--- config.mk ---
export PLATFORM = sky130hd
export DESIGN_NAME = gpr_write_bank
export DESIGN_NICKNAME = d
export VERILOG_FILES = /design/src/rtl/gpr_pkg.sv /design/src/rtl/gpr_wb_fifo.sv /design/src/rtl/gpr_write_bank.sv
export SDC_FILE = /design/constraint.sdc
export NUM_CORES = 1
export LEC_CHECK = 0
export BUFFER_PORTS_ARGS = -buffer_cell sky130_fd_sc_hd__clkbuf_2
export CAP_MARGIN = 20
export CORE_MARGIN = 2
export CORE_UTILIZATION = 55
export CTS_BUF_LIST = sky130_fd_sc_hd__clkbuf_8
export DETAILED_ROUTE_END_ITERATION = 10
export PLACE_DENSITY = 0.91
export SLEW_MARGIN = 20
export SYNTH_ARGS = -nofsm -noshare
export SYNTH_HDL_FRONTEND = slang
export SYNTH_SLANG_ARGS = --single-unit
--- constraint.sdc ---
create_clock -name clk -period 21.2 [get_ports clk]
set_input_delay 4.24 -clock clk [delete_from_list [all_inputs] [get_ports clk]]
set_output_delay 4.24 -clock clk [all_outputs]
set_load 0.01 [all_outputs]
--- src/rtl/gpr_pkg.sv ---
// Shared GPR definitions: register count, select codes and decode helper.
// Used by both the GPR write bank and the GPR read mux.
package gpr_pkg;

    localparam int NUM_GPR = 13;
    localparam int DATA_W_DEF = 32;

    typedef logic [3:0] gpr_sel_t;

    localparam gpr_sel_t SEL_A = 4'd0;
    localparam gpr_sel_t SEL_B = 4'd1;
    localparam gpr_sel_t SEL_C = 4'd2;
    localparam gpr_sel_t SEL_D = 4'd3;
    localparam gpr_sel_t SEL_E = 4'd4;
    localparam gpr_sel_t SEL_F = 4'd5;
    localparam gpr_sel_t SEL_G = 4'd6;
    localparam gpr_sel_t SEL_H = 4'd7;
    localparam gpr_sel_t SEL_I = 4'd8;
    localparam gpr_sel_t SEL_J = 4'd9;
    localparam gpr_sel_t SEL_K = 4'd10;
    localparam gpr_sel_t SEL_L = 4'd11;
    localparam gpr_sel_t SEL_M = 4'd12;

    // Codes 13..15 decode to no register at all.
    function automatic logic [NUM_GPR-1:0] sel_onehot(
        input gpr_sel_t sel
    );
        logic [NUM_GPR-1:0] oh;
        oh = '0;
        if (sel < gpr_sel_t'(NUM_GPR)) begin
            oh[sel] = 1'b1;
        end
        return oh;
    endfunction

endpackage

--- src/rtl/gpr_wb_fifo.sv ---
// In-order writeback queue: DEPTH entries of {sel, data}.
// Exposes per-entry valid/sel so the owner can build hazard bits.
module gpr_wb_fifo
    import gpr_pkg::*;
#(
    parameter int DATA_W = DATA_W_DEF,
    parameter int DEPTH  = 2
) (
    input  logic                   clk,
    input  logic                   rst,
    input  logic                   push,
    input  logic                   pop,
    input  logic                   flush,
    input  gpr_sel_t               push_sel,
    input  logic [DATA_W-1:0]      push_data,
    output logic                   full,
    output logic                   empty,
    output gpr_sel_t               head_sel,
    output logic [DATA_W-1:0]      head_data,
    output logic [DEPTH-1:0]       ent_valid,
    output gpr_sel_t [DEPTH-1:0]   ent_sel
);

    localparam int PW = $clog2(DEPTH);

    logic [PW-1:0]        wr_ptr;
    logic [PW-1:0]        rd_ptr;
    logic [PW:0]          count;
    gpr_sel_t [DEPTH-1:0] mem_sel;
    logic [DATA_W-1:0]    mem_data [DEPTH];
    logic                 do_push;
    logic                 do_pop;

    assign full    = (count == (PW+1)'(DEPTH));
    assign empty   = (count == '0);
    assign do_push = push && !full && !flush;
    assign do_pop  = pop && !empty && !flush;

    always_ff @(posedge clk or posedge rst) begin
        if (rst) begin
            wr_ptr <= '0;
            rd_ptr <= '0;
            count  <= '0;
        end else if (flush) begin
            wr_ptr <= '0;
            rd_ptr <= '0;
            count  <= '0;
        end else begin
            if (do_push) begin
                wr_ptr <= wr_ptr + 1'b1;
            end
            if (do_pop) begin
                rd_ptr <= rd_ptr + 1'b1;
            end
            count <= count
                   + {{PW{1'b0}}, do_push}
                   - {{PW{1'b0}}, do_pop};
        end
    end

    // Payload needs no reset; it is only observed under ent_valid.
    always_ff @(posedge clk) begin
        if (do_push) begin
            mem_sel[wr_ptr]  <= push_sel;
            mem_data[wr_ptr] <= push_data;
        end
    end

    always_comb begin
        ent_valid = '0;
        for (int i = 0; i < DEPTH; i++) begin
            ent_valid[i] = ({1'b0, PW'(i) - rd_ptr} < count);
        end
    end

    assign ent_sel   = mem_sel;
    assign head_sel  = mem_sel[rd_ptr];
    assign head_data = mem_data[rd_ptr];

endmodule

--- src/rtl/gpr_write_bank.sv ---
// GPR write side: queues writebacks, retires one per cycle into rA..rM,
// and publishes per-register pending bits for RAW stalls in decode.
module gpr_write_bank
    import gpr_pkg::*;
#(
    parameter int DATA_W = DATA_W_DEF,
    parameter int DEPTH  = 2
) (
    input  logic               clk,
    input  logic               rst,
    input  logic               wb_valid,
    output logic               wb_ready,
    input  logic [3:0]         wb_sel,
    input  logic [DATA_W-1:0]  wb_data,
    input  logic               wb_hold,
    input  logic               flush,
    output logic [DATA_W-1:0]  rA,
    output logic [DATA_W-1:0]  rB,
    output logic [DATA_W-1:0]  rC,
    output logic [DATA_W-1:0]  rD,
    output logic [DATA_W-1:0]  rE,
    output logic [DATA_W-1:0]  rF,
    output logic [DATA_W-1:0]  rG,
    output logic [DATA_W-1:0]  rH,
    output logic [DATA_W-1:0]  rI,
    output logic [DATA_W-1:0]  rJ,
    output logic [DATA_W-1:0]  rK,
    output logic [DATA_W-1:0]  rL,
    output logic [DATA_W-1:0]  rM,
    output logic [NUM_GPR-1:0] pending,
    output logic               sel_err
);

    logic                 full;
    logic                 empty;
    logic                 accept;
    logic                 sel_ok;
    logic                 push;
    logic                 pop;
    logic                 retire;
    gpr_sel_t             head_sel;
    logic [DATA_W-1:0]    head_data;
    logic [DEPTH-1:0]     ent_valid;
    gpr_sel_t [DEPTH-1:0] ent_sel;
    logic [DATA_W-1:0]    regs [NUM_GPR];

    assign wb_ready = !full;
    assign accept   = wb_valid && wb_ready;
    assign sel_ok   = (wb_sel < gpr_sel_t'(NUM_GPR));
    assign push     = accept && sel_ok;
    assign pop      = !wb_hold && !empty;
    assign retire   = pop && !flush;

    gpr_wb_fifo #(
        .DATA_W (DATA_W),
        .DEPTH  (DEPTH)
    ) u_fifo (
        .clk       (clk),
        .rst       (rst),
        .push      (push),
        .pop       (pop),
        .flush     (flush),
        .push_sel  (wb_sel),
        .push_data (wb_data),
        .full      (full),
        .empty     (empty),
        .head_sel  (head_sel),
        .head_data (head_data),
        .ent_valid (ent_valid),
        .ent_sel   (ent_sel)
    );

    always_ff @(posedge clk or posedge rst) begin
        if (rst) begin
            for (int i = 0; i < NUM_GPR; i++) begin
                regs[i] <= '0;
            end
        end else if (retire) begin
            regs[head_sel] <= head_data;
        end
    end

    // Invalid codes are swallowed by the handshake and only flagged.
    always_ff @(posedge clk or posedge rst) begin
        if (rst) begin
            sel_err <= 1'b0;
        end else begin
            sel_err <= accept && !sel_ok;
        end
    end

    always_comb begin
        pending = '0;
        for (int i = 0; i < DEPTH; i++) begin
            if (ent_valid[i]) begin
                pending = pending | sel_onehot(ent_sel[i]);
            end
        end
    end

    assign rA = regs[SEL_A];
    assign rB = regs[SEL_B];
    assign rC = regs[SEL_C];
    assign rD = regs[SEL_D];
    assign rE = regs[SEL_E];
    assign rF = regs[SEL_F];
    assign rG = regs[SEL_G];
    assign rH = regs[SEL_H];
    assign rI = regs[SEL_I];
    assign rJ = regs[SEL_J];
    assign rK = regs[SEL_K];
    assign rL = regs[SEL_L];
    assign rM = regs[SEL_M];

endmodule

==> metrics.yaml <==
worst_setup_path:
  cp.arrival_ps: 2220
  cp.required_ps: 16960
  rrSetupSlack_ps: 17830
  cp_slowest_cell: "or3b_2"
  endpoint_kind: "output pin"
  cp-start-kind: "register"
  critical_path_class: "register to output pin"
  r2r_start: "u_fifo.rd_ptr"
  path_cells: "inv_1 > a21oi_1 > or3b_2 > o22ai_1 > clkbuf_2"
  cp_max_fo: 13
  critical_path_buf_inv_count: 2
  crit_path_max_incr_delay_ps: 510
  crit_family: "simple AND/OR/NAND/NOR gates"
  r2r_cells: 5
  r2r_end: "rD[18]"
logic_synthesis:
  synth.distinct_cells: 35
  synth_top_area_share_pct: 56.5
  synth_top_family_by_area: "multiplexers"
  synthMuxAreaShare_pct: 27.3
  syn_inst: 1111
  syn_avg_cell_area_um2: 16.8
  synth-main-ff-cell: "dfrtp_1"
  synth-compound-area-share_pct: 0.825
  synth_xor_area_share_pct: 0.188
  ys_async_sr_fraction_pct: 85.4
  synth-edff-count: 72
  synth-seq-cells: 493
  synthesis.area_um2: 18700
  syn-num-nets: 1154
  yosys_warnings: 0
  synthAdderAreaFrac_pct: 0.134
  yosysTopAreaCell: "dfrtp_1"
  synth-simple-area-share_pct: 1.51
  ys_seq_area_share_pct: 68.1
  synthTopCellsByArea: "dfrtp_1 56%, mux2_2 27%, edfxtp_1 12%, buf_2 1.1%, clkbuf_1 0.76%"
drt:
  dr.pass1.iters: 5
  route.vias.total: 11700
  highest-signal-layer: "met4"
  wirelength_um: 49600
  wl_met3_um: 3800
  wl_per_cell_um: 23.7
  via_per_inst: 5.60
  drt_iter0_drc: 675
  ant_nets: 0
  wl_met1_um: 19100
  drc: 0
  wl_met2_um: 24800
floorplan:
  boundaryPins: 472
  die_x_um: 188
  core_area_um2: 33400
  start_util_pct: 55.8
  die-area_um2: 35400
  num_rows: 67
  die_y_um: 188
sta:
  period_needed_ps: 6460
  setup_viol: 0
  slew_headroom_pct: 25.1
  layout_setup_ws_ps: 14740
  finalClockSkew_ps: 23.4
  slew_violations: 0
  hold_viol: 0
  worst_slew_pin_slew_ps: 1120
  fin_hold_ws_ps: 505
  rsz0062_at_grt: "no"
  fmax_mhz: 155
  period_share_pct: 30.5
  fin_setup_tns_ps: 0
power:
  power.leakage_uw: 0.0123
  p_per_area_nw_per_um2: 116
  peakVddDrop_mv: 0.0980
placement:
  gp_congestion: 0.874
  hpwl_um: 31800
  post-place-ws_ps: 14440
  io_buffers: 471
  dpl.cell_count: 1956
final_layout:
  mostFrequentLayoutCells: "471 x clkbuf_2, 450 x mux2_2, 420 x dfrtp_1"
  largest_register_ffs: 64
  regMostFlops: "u_fifo.mem_data"
  stdcell_count: 2093
  area_delta_synth_final_pct: 22.9
  drive_gt1_share_pct: 64.5
  fin_util_pct: 68.6
  final_common_cell: "clkbuf_2"
  layout.nets: 1632
grt:
  grt_pass1_wl_um: 75300
  grt_max_degree: 155
  grt-ovfl-total: 0
  grt_usage_pct: 28.3
  grt_antenna_before_repair: 1
  grt_pass1_vias: 12600
clocking:
  cts_setup_buffers: 0
  ctsHoldBuffers: 0
  cts.clk_slew.worst_paths_ps: 60
  cts_made_buffers: 78
  post_cts_resized: 0
  htreeDepth: 3
  clock_path_buffers: 3
  cts_sinks: 493
  cts-root-buf: "clkbuf_8"
  cts_tree: "yes"
  clk_latency_ps: 620
min_path:
  holdCritStartpoint: "rF[13]"
  whs_path_depth: 1
  min_to: "rF[13]"
  hp-class: "register to register"
outcome:
  outcome: "complete, no violations"
job:
  cap_violations: 0
-- per-layer routing --
metal  GRT usage, %  up-vias
met3           7.00      134
met2           48.0      538
li1               -     4955
met5              0        -
met4           13.6        0
met1           34.2     6090
-- how the worst max path moves through the flow --
| stage | from | end | depth (start not counted) |
|---|---|---|---|
| 6_report | u_fifo.rd_ptr | pending[9] | 5 |
| 3_5_place_dp | wb_hold | rD[6] | 5 |
| 3_3_place_gp | rst | rF[29] | 4 |
| 2_1_floorplan | rst | rA[0] | 1 |
| 4_1_cts | u_fifo.rd_ptr | pending[8] | 5 |
| 5_1_grt | u_fifo.rd_ptr | pending[8] | 5 |
-- cells by family after synthesis --
logic type,after synthesis
xor gates and xnor gates,4
muxes,452
and+or+nand+nor,52
DFF,493
buffers and inverters,85
adders and majority gates,2
AOI/OAI and AO/OA,23
-- worst reg2reg max path: stages, from the launching register on --
cell     delay (ps)
dfrtp_2         480
buf_4           500
mux2i_1         200
nor4_1          670
nand2_2         830
mux2_2          560
-- where the power goes --
| group | total, uW | switching [uW] | internal (uW) |
|---|---|---|---|
| clock network | 807 | 365 | 441 |
| registers | 1260 | 108 | 1150 |
| logic | 593 | 322 | 271 |
| total | 2660 | 795 | 1860 |
-- synth_stat cells, types with 2 or more instances --
library cell / n
mux2_2: 450
dfrtp_1: 421
edfxtp_1: 72
buf_2: 40
clkbuf_1: 38
nand2_1: 18
nor2_1: 10
o22ai_1: 10
nand2b_1: 6
inv_1: 5
or3_1: 4
a21oi_1: 3
nand3_1: 3
o32ai_1: 3
ha_1: 2
mux2i_1: 2
nor4_2: 2
o21ai_0: 2
or2_2: 2
xnor2_1: 2
xor2_1: 2
-- per-stage QoR --
stage               total power [uW]  instance area (um^2)
floorplan                       1570                 18700
global placement                1830                 21300
detailed placement              1860                 21300
CTS                             2670                 22900
global route                    2770                 22900
finish                          2660                 22900
-- area by class of cell --
cell class                      count  area, um^2
Sequential cell                   493       12700
Fill cell                        2153       10500
Multi-Input combinational cell    533        5650
Timing Repair Buffer              478        2420
Clock buffer                       95        1310
Tap cell                          448         561
Clock inverter                     40         258
Inverter                            5        31.3
Antenna cell                        1        2.50
Power figures use the tool's default switching activity.
